`src/rtl/nn_weight_loader.sv`:
```
// rtl/nn_weight_loader.sv - transmitter for the simple_nn weight shift chain
// Streams NumWeights host words into the chain, with an optional recirculating checksum pass.
module nn_weight_loader #(
  parameter int NumWeights = 21,
  parameter int CountW     = $clog2(NumWeights + 1)
) (
  input  logic              clk_i,
  input  logic              reset_i,
  input  logic              start_i,
  input  logic              verify_en_i,
  input  logic              wvalid_i,
  output logic              wready_o,
  input  logic [31:0]       wdata_i,
  output logic              shift_o,
  output logic [31:0]       weights_o,
  input  logic [31:0]       weights_i,
  output logic              busy_o,
  output logic              done_o,
  output logic              error_o,
  output logic [CountW-1:0] count_o
);

  typedef enum logic [2:0] {
    S_IDLE,
    S_LOAD,
    S_DRAIN,
    S_VERIFY,
    S_DONE
  } state_t;

  localparam logic [CountW-1:0] LastCount = CountW'(NumWeights - 1);
  localparam logic [CountW-1:0] FullCount = CountW'(NumWeights);

  state_t              state_q, state_d;
  logic [CountW-1:0]   count_q;
  logic [31:0]         csum_q;
  logic [31:0]         vsum_q;
  logic [31:0]         weights_q;
  logic                shift_q;
  logic                verify_q;
  logic                accept;

  always_comb begin
    state_d  = state_q;
    wready_o = (state_q == S_LOAD) && (count_q < FullCount);
    accept   = wvalid_i && wready_o;
    case (state_q)
      S_IDLE, S_DONE: if (start_i) state_d = S_LOAD;
      S_LOAD:         if (accept && (count_q == LastCount)) state_d = S_DRAIN;
      S_DRAIN:        state_d = verify_q ? S_VERIFY : S_DONE;
      S_VERIFY:       if (count_q == LastCount) state_d = S_DONE;
      default:        state_d = S_IDLE;
    endcase
  end

  // During verify the tail feeds straight back to the head, so the chain comes out unchanged.
  assign shift_o   = (state_q == S_VERIFY) || shift_q;
  assign weights_o = (state_q == S_VERIFY) ? weights_i : weights_q;
  assign busy_o    = (state_q == S_LOAD) || (state_q == S_DRAIN) || (state_q == S_VERIFY);
  assign done_o    = (state_q == S_DONE);
  assign error_o   = done_o && verify_q && (vsum_q != csum_q);
  assign count_o   = count_q;

  always_ff @(posedge clk_i or negedge reset_i) begin
    if (!reset_i) begin
      state_q   <= S_IDLE;
      count_q   <= '0;
      csum_q    <= '0;
      vsum_q    <= '0;
      weights_q <= '0;
      shift_q   <= 1'b0;
      verify_q  <= 1'b0;
    end else begin
      state_q <= state_d;
      shift_q <= 1'b0;
      case (state_q)
        S_IDLE, S_DONE: begin
          if (start_i) begin
            count_q  <= '0;
            csum_q   <= '0;
            verify_q <= verify_en_i;
          end
        end
        S_LOAD: begin
          if (accept) begin
            weights_q <= wdata_i;
            shift_q   <= 1'b1;
            count_q   <= count_q + CountW'(1);
            csum_q    <= csum_q + wdata_i;
          end
        end
        S_DRAIN: begin
          if (verify_q) begin
            count_q <= '0;
            vsum_q  <= '0;
          end
        end
        S_VERIFY: begin
          vsum_q  <= vsum_q + weights_i;
          count_q <= count_q + CountW'(1);
        end
        default: ;
      endcase
    end
  end

endmodule

```
`config.mk`:
```
export PLATFORM = sky130hd
export DESIGN_NAME = nn_weight_loader
export DESIGN_NICKNAME = d
export VERILOG_FILES = /design/src/rtl/nn_weight_loader.sv
export SDC_FILE = /design/constraint.sdc
export NUM_CORES = 1
export LEC_CHECK = 0
export ABC_AREA = 0
export BUFFER_PORTS_ARGS = -buffer_cell sky130_fd_sc_hd__buf_2
export CAP_MARGIN = 20
export CORE_ASPECT_RATIO = 0.5
export CORE_UTILIZATION = 40
export CTS_BUF_LIST = sky130_fd_sc_hd__clkbuf_2 sky130_fd_sc_hd__clkbuf_4 sky130_fd_sc_hd__clkbuf_8
export CTS_CLUSTER_DIAMETER = 80
export DETAILED_ROUTE_END_ITERATION = 8
export PLACE_DENSITY = 0.69
export SETUP_SLACK_MARGIN = 0.3
export SYNTH_ARGS = -nofsm -noshare
export SYNTH_HDL_FRONTEND = slang
export SYNTH_SLANG_ARGS = --single-unit
```
`constraint.sdc`:
```
create_clock -name clk_i -period 4.1 [get_ports clk_i]
set_clock_uncertainty 0.15 [all_clocks]
set_input_delay 0.615 -clock clk_i [delete_from_list [all_inputs] [get_ports clk_i]]
set_output_delay 0.615 -clock clk_i [all_outputs]
set_load 0.03 [all_outputs]
```
-- Word-level counts from Yosys, hierarchy flattened
Index checks and enable logic that the tools add are counted.
W data, S select, Z words.
- logic and storage cells: 58
- input port bits: 69
- output and inout bits: 42
- bits in registers: 106
- muxes and demuxes: 17
- $lt $le $gt $ge: 1
- eq/ne operators: 11
- add/subtract/negate cells: 3
- reductions and logical operators: 19
- operators by type and width (kind ; number):
    $mux W32 ; 4
    $pmux W32 S2 ; 2
    $add A32 B32 Y32 ; 2
    $ne A32 B32 Y1 ; 1
    $pmux W5 S4 ; 1
    $mux W5 ; 3
    $mux W3 ; 4
    $pmux W3 S4 ; 1
    $ne A2 B2 Y1 const B ; 5
    $eq A3 B2 Y1 const B ; 2
    $reduce_and A2 Y1 ; 3
    $reduce_and A3 Y1 ; 2
    $add A5 B1 Y5 const B ; 1
    $eq A5 B5 Y1 const B ; 1
    $logic_and A1 B1 Y1 ; 5
    $lt A5 B5 Y1 const B ; 1
    $reduce_and A4 Y1 ; 1
    $reduce_bool A2 Y1 ; 2
    $reduce_bool A4 Y1 ; 1
    $eq A3 B1 Y1 const B ; 1
    $eq A3 B3 Y1 const B ; 1
    $logic_not A3 Y1 ; 1
    $logic_or A1 B1 Y1 ; 3
    $mux W1 ; 2
    $reduce_or A2 Y1 ; 1

-- Logic depth before layout (Yosys ltp)
- depth in word-level cells: 6
- depth in mapped cells: 13
- gate-level depth less buffers: 13

-- Worst setup path after synthesis
Ideal clock, no wire load.
- kind: register to register
- from: register count_q[1], in the netlist count_o[1]
- to: register state_q[2]
- library setup time: 0.125 ns
- data required time: 3.825 ns
- period minus slack after synthesis: 3.044 ns
- slack: 1.056 ns
- arrival: 2.769 ns
- path buffers: 0
- stages on the path, launching flop included: 9
- cell sequence: dfrtp_1 > o21ai_0 > nand2b_1 > a211oi_1 > nand2_1 > a21oi_1 > nor2_1 > a21oi_1 > mux2_2
- word-level cells in the longest chain between the ends: 6
- elaborated cells on any way between the ends: 8
- classes of those cells: order compare (1); eq/ne (3); reduce/logical (4)
- RTL lines (what ; line ; RTL):
    start: declaration ; 35 ; logic [CountW-1:0] count_q;
    start signal: assignment ; 88 ; count_q <= count_q + CountW'(1);
    start signal: assignment ; 100 ; count_q <= count_q + CountW'(1);
    $lt A5 B5 Y1 ; 45 ; wready_o = (state_q == S_LOAD) && (count_q < FullCount);
    $logic_and A1 B1 Y1 ; 45 ;
    net wready_o ; 12 ; output logic wready_o,
    $logic_and A1 B1 Y1 ; 46 ; accept = wvalid_i && wready_o;
    $logic_and A1 B1 Y1 ; 49 ; S_LOAD: if (accept && (count_q == LastCount)) state_d = S_DRAIN;
    $ne A2 B2 Y1 (no source line) ; -- ;
    $reduce_and A3 Y1 (no source line) ; -- ;
    end signal: assignment ; 74 ; state_q <= state_d;
    end: declaration ; 34 ; state_t state_q, state_d;
The timed path passes the listed nets, and every way through them passes these cells.
A chain may end at the register's enable or synchronous reset.

-- Final worst setup path
- from: register state_q[0]
- to: output port weights_o[18]
- word-level cells in the longest chain between the ends: 2
- RTL lines (what ; line ; RTL):
    $eq A3 B2 Y1 ; 58 ; assign weights_o = (state_q == S_VERIFY) ? weights_i : weights_q;
    $mux W32 ; 58 ;
    end: declaration ; 15 ; output logic [31:0] weights_o,
Every way passes these cells.

==> metrics <==
Syn. warnings 0; multi-input logic area 5120 um^2; Switching Share 0.504; clock buffer count from CTS 9; post-synthesis register bit count 106; DRC violations left 0; Hold-fix buffers, CTS 0; Final setup viols 0; Reg power frac 0.274; Distinct cells, synth 69; Die Ht 102 um; Clock Path Buffers 2; # rows 36; P per Cell Area 796 nW/um^2; Detailed Route WL 23.3 mm; Final min period 3.22 ns; First-pass DRT Iterations 5; setup TNS 0 ns; first-pass GRT wire length 36.8 mm; Worst-Skew Late Latency 0.39 ns; register area 2650 um^2; Root Driver clkbuf_8; die extent in x 202 um; Switch Pwr 3.62 mW; Mapped Cells 1001; CP arrival 2.46 ns; Routed WL per cell 17.1 um; Syn Std Cell Area 8020 um^2; fmax 310 MHz; CTS tree done; post-synth top area share 0.331; crit start category register; Lkg Pwr 4.49 nW; crit path max fanout 26; # Post-CTS Setup Buffers 0; asr flop ratio synth 1.00; die area 20700 um^2; number of global-route vias before repair 6955; status finished, final reports clean; worst-margin pin slew 0.924 ns; fraction of layout cells with a size suffix above 1 0.143; CP Class reg -> out; HPWL after DPL 17.7 mm; core area 19500 um^2; # port buffers 110; Global Route Usage Sum 0.229; Clk pwr share 0.100; Clock transition at path regs 0.10 ns; Non-Filler Instances 1361; fin. max-slew vios 0; clk sinks 106; Peak VDD IR 0.446 mV; Most used DFF post-synth dfrtp_1; number of diodes 0; fin crit share 0.787; register area share after synthesis 0.331; Data required, critical path 3.34 ns; EDFF count, synth 0; slew margin rel. 0.382; syn nets 1136; largest net degree at the start of global routing 90; GRT overflow 0; fin nets 1225; CTS resizes 0; Int Pwr 3.57 mW; Area contributors post-synth dfrtp_1 33%, nand2_1 12%, ha_1 10%, xnor2_1 6.1%, o21ai_0 5.2%; RePlAce Congestion 0.974; initial antenna violation count 0; maxcap violations 0; Setup crit end kind primary output; DR vias 7441; number of fill cells in the layout 1983; RSZ-0062 raised after global routing false; DR vias/cell 5.47; Comb power frac 0.626; hold crit path type in -> async; H-tree level count 3; Hold Fails Final Rpt 0; final core occ 0.462; Layout area overhead 12.6%; # placed instances 1345; IO Pins 111; mean post-synth cell area 8.01 um^2; DRT iter0 DRCs 636; cell taking the most area after synthesis dfrtp_1; remaining antenna violation count after routing 0; Starting Density 0.410
cells in the final DEF (no fill, tap or decap), types with 3 or more instances in the layout:
cell type and n:
o311ai_0 3, mux2i_1 3, nor3b_1 4, nor2_1 35
o211ai_1 5, a211oi_1 6, nor3_1 11, nor4_1 7
nand2_1 256, a31oi_1 7, nand2b_1 13, xor2_1 30
nand4_1 19, clkbuf_8 10, buf_2 109, a22o_1 4
nand3_1 41, and2_1 5, o21bai_1 6, xnor2_1 56
dfrtp_1 106, nor2b_1 12, a21oi_1 62, a21o_2 3
a21o_1 35, and3_1 6, inv_1 19, o21ai_1 7
clkbuf_4 3, buf_4 10, o21ai_0 84, mux2_2 3
ha_1 64
power groups by stage:
stage / registers (mW) / logic (mW) / clock network [mW]
global route: 2.03 / 4.99 / 0.783
CTS: 1.97 / 4.46 / 0.740
detailed placement: 1.99 / 4.43 / 0
floorplan: 1.85 / 3.42 / 0
finish: 1.97 / 4.50 / 0.719
global placement: 1.97 / 4.34 / 0
critical path, cell delays in order (launching register included):
cell     delay (ns)
dfrtp_1        0.58
nor2b_1        0.38
nand2_2        0.38
buf_4          0.36
nand2_1        0.13
nand2_1        0.06
buf_2          0.17
per-stage QoR:
| stage | setup WS [ns] | cell area, um^2 | hold WS [ns] | power [mW] |
|---|---|---|---|---|
| 6_report | 0.875 | 9030 | 0.0650 | 7.19 |
| 5_1_grt | 0.645 | 9030 | 0.0986 | 7.80 |
| 4_1_cts | 0.900 | 9030 | 0.0796 | 7.17 |
| 3_5_place_dp | 0.595 | 8820 | 0.312 | 6.42 |
| 3_3_place_gp | 0.692 | 8820 | 0.308 | 6.31 |
| 2_1_floorplan | 1.06 | 8020 | 0.169 | 5.27 |
final timing paths:
kind                                   start       endpoint  slack [ns]  cells after the start
worst min-delay path                 reset_i      vsum_q[4]        0.07                      1
worst max register to register    csum_q[10]     csum_q[31]        0.89                     11
worst max-delay path              state_q[0]  weights_o[18]        0.88                      6
min in group clk_i               wdata_i[21]  weights_q[21]        0.27                      3
max in group asynchronous            reset_i     csum_q[28]        2.95                      2
worst min register to register  weights_q[4]   weights_q[4]        0.34                      2
layout make-up:
| type | count | share of cell area |
|---|---|---|
| sequential | 106 | 0.294 |
| multi-input combinational | 833 | 0.567 |
| clock buffer | 13 | 0.0177 |
| timing repair buffer | 120 | 0.0709 |
| tap | 266 | 0.0369 |
| inverter | 20 | 0.00831 |
| clock inverter | 3 | 0.00527 |
cells by family (layout without fill, tap and decap cells):
family | Yosys count | after routing | share of synthesized area
simple gates | 419 | 419 | 0.230
compound gates | 256 | 256 | 0.200
flops | 106 | 106 | 0.331
xor+xnor | 86 | 86 | 0.0939
fa+ha+maj | 66 | 66 | 0.105
buf+inv | 62 | 156 | 0.0327
mux | 6 | 6 | 0.00795
sequential cells by signal, summed over array words and instances (netlist names):
signal and flops:
csum_q 32, verify_q 1, state_q 3, shift_q 1, weights_q 32, vsum_q 32, count_o 5
Yosys cell counts, drive strengths merged (2+ instances only):
| cell type | instances |
|---|---|
| fa | 2 |
| nor4 | 7 |
| a21boi | 2 |
| nand4 | 19 |
| nand2b | 13 |
| nor3b | 4 |
| a32oi | 2 |
| a31oi | 8 |
| o211ai | 5 |
| dfrtp | 106 |
| a22o | 5 |
| clkbuf | 33 |
| o21a | 2 |
| o21ai | 92 |
| buf | 9 |
| nor2b | 12 |
| nand3 | 41 |
| and2 | 6 |
| a211o | 2 |
| a21oi | 64 |
| a221oi | 3 |
| a21o | 38 |
| or2 | 2 |
| inv | 19 |
| nor3 | 12 |
| mux2i | 3 |
| mux2 | 3 |
| a211oi | 7 |
| o21bai | 7 |
| o311ai | 3 |
| ha | 64 |
| xor2 | 30 |
| o31ai | 2 |
| xnor2 | 56 |
| nor2 | 35 |
| and3 | 6 |
| nand2 | 258 |
routing by layer:
metal / up-vias / GRT usage / routed length, um
met5: - / 0 / 0
met4: 0 / 0.0706 / 549
met3: 36 / 0.0395 / 1340
met2: 203 / 0.362 / 10200
met1: 3522 / 0.322 / 11200
li1: 3680 / - / -
No activity file was read; power rests on OpenSTA's default activity.
